### config.mk
export PLATFORM = sky130hd
export DESIGN_NAME = cbx_param
export DESIGN_NICKNAME = d
export VERILOG_FILES = /design/src/rtl/cbx_param.sv
export SDC_FILE = /design/constraint.sdc
export NUM_CORES = 1
export LEC_CHECK = 0
export ABC_AREA = 1
export BUFFER_PORTS_ARGS = -buffer_cell sky130_fd_sc_hd__buf_2
export CORE_MARGIN = 2
export CORE_UTILIZATION = 45
export CTS_BUF_LIST = sky130_fd_sc_hd__clkbuf_4 sky130_fd_sc_hd__clkbuf_8
export DETAILED_ROUTE_END_ITERATION = 8
export GPL_ROUTABILITY_DRIVEN = 0
export PLACE_DENSITY = 0.72
export SYNTH_ARGS = -nofsm -noshare
export SYNTH_HDL_FRONTEND = slang
export SYNTH_SLANG_ARGS = --single-unit
### constraint.sdc
create_clock -name prog_clk -period 5.49 [get_ports prog_clk]
set_input_delay 0.549 -clock prog_clk [delete_from_list [all_inputs] [get_ports prog_clk]]
set_output_delay 0.549 -clock prog_clk [all_outputs]
set_load 0.01 [all_outputs]
### src/rtl/cbx_param.sv
// Parametrised x-direction connection block: straight-through tracks plus per-pin tap muxes
// driven from a double-buffered serial configuration chain.
module cbx_param #(
  parameter int unsigned CHAN_W   = 12,
  parameter int unsigned NUM_IPIN = 9,
  parameter int unsigned MUX_SIZE = 8
) (
  input  logic                prog_clk,
  input  logic                pReset,
  input  logic                ccff_en,
  input  logic                ccff_head,
  input  logic                ccff_commit,
  input  logic [CHAN_W-1:0]   chanx_left_in,
  input  logic [CHAN_W-1:0]   chanx_right_in,
  output logic [CHAN_W-1:0]   chanx_left_out,
  output logic [CHAN_W-1:0]   chanx_right_out,
  output logic [NUM_IPIN-1:0] ipin_out,
  output logic                ccff_tail,
  output logic                cfg_full,
  output logic                cfg_valid,
  output logic                cfg_err
);

  localparam int unsigned SEL_W    = $clog2(MUX_SIZE);
  localparam int unsigned FIELD_W  = SEL_W + 1;
  localparam int unsigned CFG_BITS = NUM_IPIN * FIELD_W;
  localparam int unsigned HALF     = MUX_SIZE / 2;
  localparam int unsigned STRIDE   = (CHAN_W - 2) / (HALF - 2);
  localparam int unsigned CNT_W    = $clog2(CFG_BITS + 1);
  localparam logic [CNT_W-1:0] CntMax = CNT_W'(CFG_BITS);

  if (CHAN_W < 4) begin : g_bad_chan_w
    $error("cbx_param: CHAN_W must be at least 4");
  end
  if ((MUX_SIZE < 6) || ((MUX_SIZE & (MUX_SIZE - 1)) != 0)) begin : g_bad_mux_size
    $error("cbx_param: MUX_SIZE must be a power of two and at least 6");
  end

  // Track index feeding mux input pair j of pin p; pins rotate through the stride window.
  function automatic int unsigned tap_idx(input int unsigned p, input int unsigned j);
    if (j == 0) return 0;
    if (j == 1) return 1;
    return (2 + (j - 2) * STRIDE + (p % STRIDE)) % CHAN_W;
  endfunction

  logic [CFG_BITS-1:0] sr_q, sr_d;
  logic [CFG_BITS-1:0] active_q, active_d;
  logic [CNT_W-1:0]    cnt_q, cnt_d;
  logic                cfg_valid_q, cfg_valid_d;
  logic                cfg_err_q, cfg_err_d;

  assign chanx_right_out = chanx_left_in;
  assign chanx_left_out  = chanx_right_in;

  assign ccff_tail = sr_q[CFG_BITS-1];
  assign cfg_full  = (cnt_q == CntMax);
  assign cfg_valid = cfg_valid_q;
  assign cfg_err   = cfg_err_q;

  // Commit wins over shift so the captured image is exactly what was loaded.
  always_comb begin
    sr_d        = sr_q;
    active_d    = active_q;
    cnt_d       = cnt_q;
    cfg_valid_d = cfg_valid_q;
    cfg_err_d   = cfg_err_q;
    if (ccff_commit) begin
      if (cfg_full) begin
        active_d    = sr_q;
        cnt_d       = '0;
        cfg_valid_d = 1'b1;
      end else begin
        cfg_err_d = 1'b1;
      end
    end else if (ccff_en) begin
      sr_d = {sr_q[CFG_BITS-2:0], ccff_head};
      if (!cfg_full) cnt_d = cnt_q + CNT_W'(1);
    end
  end

  always_ff @(posedge prog_clk or posedge pReset) begin
    if (pReset) begin
      sr_q        <= '0;
      active_q    <= '0;
      cnt_q       <= '0;
      cfg_valid_q <= 1'b0;
      cfg_err_q   <= 1'b0;
    end else begin
      sr_q        <= sr_d;
      active_q    <= active_d;
      cnt_q       <= cnt_d;
      cfg_valid_q <= cfg_valid_d;
      cfg_err_q   <= cfg_err_d;
    end
  end

  for (genvar i = 0; i < NUM_IPIN; i++) begin : g_pin
    logic [MUX_SIZE-1:0] mux_in;
    logic [SEL_W-1:0]    sel;
    logic                en;

    for (genvar j = 0; j < HALF; j++) begin : g_tap
      localparam int unsigned Track = tap_idx(i, j);
      assign mux_in[2*j]   = chanx_left_in[Track];
      assign mux_in[2*j+1] = chanx_right_in[Track];
    end

    assign sel = active_q[i*FIELD_W +: SEL_W];
    assign en  = active_q[i*FIELD_W + SEL_W];

    always_comb begin
      ipin_out[i] = en ? mux_in[sel] : 1'b0;
    end
  end

endmodule

== After elaboration in Yosys (flattened, before gate mapping) ==
Cells that the tools add are included.

* Input bits: 29
* Output and inout port bits: 37
* Logic and storage cells: 56
* Bits in registers: 80

* Reduce and logical (&&, ||, !) cells: 5
* Muxes and demuxes: 31
* Equal/unequal tests: 3
* Add/subtract/negate cells: 1
* Bitwise operators: 2
* Order comparisons: 9

{| class="wikitable"
|+ Operators with widths
! kind !! count
|-
| < comparator 3 x 4 -> 1 bit (second input constant) || 9
|-
| binary-select mux 1 bit (select 3 bit) || 9
|-
| 2-to-1 mux 6 bit || 4
|-
| 2-to-1 mux 1 bit || 18
|-
| adder 6 x 1 -> 6 bit (second input constant) || 1
|-
| == test 6 bit (second input constant) || 1
|-
| AND reduction 2 bit || 3
|-
| AND reduction 3 bit || 1
|-
| inequality test 2 x 1 -> 1 bit (second input constant) || 1
|-
| inequality test 2 bit (second input constant) || 1
|-
| NOT 1 bit || 2
|-
| nonzero test 2 bit || 1
|}

== Longest topological paths before layout ==
* Word-level depth: 4
* Depth in mapped cells: 10
* Depth with buffers taken out: 10

== Worst setup path before layout ==
OpenSTA, ideal clock, no wires.

* Path type: input -> output
* Start point: input port chanx_left_in[1]
* End point: output port ipin_out[0]
* Setup slack: 3.823 ns
* Stages: 6
* Buffers on the path: 0
* Data required time: 4.941 ns
* Arrival time: 1.118 ns
* Path through: clkinv_1 -> nand2_1 -> nand3_1 -> nand2_1 -> nor2_1 -> nor2_1

* Longest elaborated chain between the ends: 3

{| class="wikitable"
|+ Ends and longest elaborated chain
! element !! line !! text
|-
| from (decl) || 13 || <nowiki>input logic [CHAN_W-1:0] chanx_left_in,</nowiki>
|-
| binary-select mux 1 bit (select 3 bit) || 112 || <nowiki>ipin_out[i] = en ? mux_in[sel] : 1'b0;</nowiki>
|-
| 2-to-1 mux 1 bit (implied by the code) || 112 ||
|-
| 2-to-1 mux 1 bit || 112 ||
|-
| to (decl) || 17 || <nowiki>output logic [NUM_IPIN-1:0] ipin_out,</nowiki>
|}

Every way passes these cells. The select of a mux whose other input is x is not followed.

== Final worst setup path ==
* Start point: register cnt_q[0]
* End point: register active_q[10]

* Longest elaborated chain between the ends: 2

{| class="wikitable"
|+ Ends and longest elaborated chain
! element !! line !! text
|-
| from (decl) || 48 || <nowiki>logic [CNT_W-1:0] cnt_q, cnt_d;</nowiki>
|-
| from (signal assigned) || 91 || <nowiki>cnt_q <= cnt_d;</nowiki>
|-
| == test 6 bit || 56 || <nowiki>assign cfg_full = (cnt_q == CntMax);</nowiki>
|-
| AND reduction 2 bit (no line) || n/a ||
|-
| to (signal assigned) || 90 || <nowiki>active_q <= active_d;</nowiki>
|-
| to (decl) || 47 || <nowiki>logic [CFG_BITS-1:0] active_q, active_d;</nowiki>
|}

Every way passes these cells.
A chain may end at the register's enable or synchronous reset.

==> impl_metrics.ini <==
[power]
p_sw_share_pct = 32.3
pwr_density_cell_mw_per_mm2 = 369
power_frac_clock_pct = 28.1
power_leakage_nw = 2.39
p_total_mw = 1.65
p_sw_mw = 0.533
combPwrFrac_pct = 22.8
ir_worst_vdd_mv = 0.137
power_frac_seq_pct = 49.2
intPower_mw = 1.12

[logic_synthesis]
synth_top_area_cell = dfrtp_1
yosysSeqAreaShare_pct = 49.4
synth-async-reset-ratio_pct = 100
synth_top_area_share_pct = 49.4
synth_top_cells_by_count = 199 x nand2_1, 80 x dfrtp_1, 68 x inv_1
netlist_area_sq_mm = 0.00405
yosys_most_used_dff = dfrtp_1
synth_most_common_cell = nand2_1
yosysWarnings = 0
synthCells = 539
yosys.cell_types.count = 19
yosys-top-cells-area = dfrtp_1 49%, nand2_1 18%, o21ai_0 7.7%
synth_edf_count = 0
ys_seq_elements = 80
syn_nets = 572
syn_area_per_cell_sq_um = 7.51

[clock_network]
clk_pin_slew_ns = 0.08
ctsResizeCount = 0
clk_latency_ns = 0.35
cts_tree = yes
post-cts-setup-buffers = 0
clock_sinks = 80
numCtsBuffers = 9
holdBufCountCts = 0
htree_levels = 3
clock_path_buffers = 2
cts-root-buf = clkbuf_8

[min_path]
hp-class = in2reg

[grt]
grt_max_degree = 81
overflow = 0
antenna_found_initial = 0
grt_pass1_wl_microns = 14400
grt_pass1_vias = 3111
gr-usage-all-layers_pct = 18.5

[routing]
totalWireLength_microns = 8400
viasPerCell = 4.90
drt-initial-drc-count = 219
dr.pass1.iters = 5
wl_per_cell_microns = 12.2
vias = 3387
ant_nets = 0
drc = 0

[sta]
worst_slack_ns = 3.15
min_period_ns = 2.34
hold_viol_final = 0
setup_violations = 0
max_freq_mhz = 428
rsz0062_at_grt = false
finalCritPeriodShare_pct = 42.6
fin_skew_ns = 0.00630
relSlewSlack_pct = 34.2
report.final.slew_viol_count = 0
fin_tns_setup_ns = 0
tightestPinTransition_ns = 0.987

[worst_setup_path]
path_max_fanout = 40
worstPathArrival_ns = 2.54
cpMaxStageDelayCell = inv_1
required_ns = 5.69
path_delay_family = buffers and inverters
cp_cell_sequence = inv_1 -> ha_1 -> nand3_1 -> inv_1 -> ha_1 -> buf_4 -> inv_1 -> o21ai_0
max_stage_delay_ns = 0.70
critPathKind = reg2reg
critPathLaunchType = register
crit_buf_inv = 4
crit_top_cell = inv_1
worstSetupEndpointType = register

[finish]
seq_area_sq_mm = 0.00200
antenna_cells = 0
layout.nets = 612
final_core_util_pct = 51.3
area_delta_synth_final_pct = 10.5
fillers = 806
multi_input_area_sq_mm = 0.00152
drive_gt1_share_pct = 15.1

[flow_run]
max_cap_violations = 0

[die]
die_w_microns = 98.9
io_pins = 66
fp.coreArea_sq_mm = 0.00872
die-height_microns = 98.9
fp-row-count = 34
die-area_sq_mm = 0.00977
initial_core_util_pct = 46.4

[placed_design]
dp_hpwl_microns = 5840
io_buffers = 65
place_ws_ns = 3.17

[status]
status = complete, no violations
[cell families (layout without fill, tap and decap cells)]
group / Yosys count / after routing / synth area share [%]
AO/OA/AOI/OAI: 63 / 63 / 7.85
buffers and inverters: 111 / 155 / 13.1
adder cells (fa/ha/maj): 4 / 4 / 1.24
AND/OR/NAND/NOR: 281 / 281 / 28.3
flip-flops: 80 / 80 / 49.4
[path summary, 6_finish.rpt]
check                                from            to  slack, ns  cells past startpoint
worst min-delay path            ccff_head       sr_q[0]       0.40                      3
min in group asynchronous          pReset       cfg_err       0.47                      3
max in group asynchronous          pReset   active_q[0]       4.36                      3
worst max register to register   cnt_q[0]  active_q[10]       3.15                      8
worst min register to register  cfg_valid     cfg_valid       0.46                      1
worst max-delay path             cnt_q[0]  active_q[10]       3.15                      8
[final cells by class]
type	count	share of cell area, %
Clock buffer	11	3.10
Tap cell	108	3.02
Multi-Input combinational cell	348	33.9
Inverter	73	6.12
Timing Repair Buffer	67	7.60
Clock inverter	4	1.57
Sequential cell	80	44.7
[placed cells by master, fill, tap and decap left out, types with 2 or more instances in the layout]
cell type,synthesis,layout
bufinv_16,0,2
ha_1,4,4
inv_2,1,2
buf_2,6,65
or2_2,2,2
nand2_1,199,199
inv_1,68,67
clkinv_2,0,2
clkinv_1,4,4
nor2_1,23,23
nand3_1,51,51
o21ai_0,62,62
nor2_4,2,2
dfrtp_1,80,80
clkbuf_4,0,2
nand4_1,3,3
buf_4,24,2
clkbuf_8,0,9
[power by group through the flow]
stage / logic (mW) / registers, mW / clock network [mW]
6_report: 0.376 / 0.811 / 0.463
5_1_grt: 0.444 / 0.828 / 0.504
3_5_place_dp: 0.375 / 0.820 / 0
4_1_cts: 0.377 / 0.809 / 0.473
3_3_place_gp: 0.359 / 0.816 / 0
2_1_floorplan: 0.294 / 0.795 / 0
[per-stage QoR]
| step | hold WS (ns) | instances | cell area (sq um) |
|---|---|---|---|
| finish | 0.400 | 691 | 4480 |
| global route | 0.390 | 691 | 4480 |
| CTS | 0.393 | 691 | 4480 |
| detailed placement | 0.443 | 676 | 4270 |
| global placement | 0.447 | 676 | 4270 |
| floorplan | 0.442 | 539 | 4050 |
[worst reg2reg max path: stages, from the launching register on]
cell     delay, ns
dfrtp_1       0.35
inv_1         0.08
ha_1          0.20
nand3_1       0.11
inv_1         0.07
ha_1          0.18
buf_4         0.24
inv_1         0.73
o21ai_0       0.22
[sequential cells by signal, indices dropped and copies added (netlist names)]
name       flops
cnt_q          6
active_q      36
cfg_err        1
cfg_valid      1
sr_q          36
[routing by layer]
layer	share of wire, %	GRT usage (%)	vias up
met5	0	0	-
met4	1.2	6.95	0
met3	5.5	4.61	9
met2	45	27.3	92
met1	48	26.3	1563
li1	-	-	1723
(Power assumes the default switching activity.)
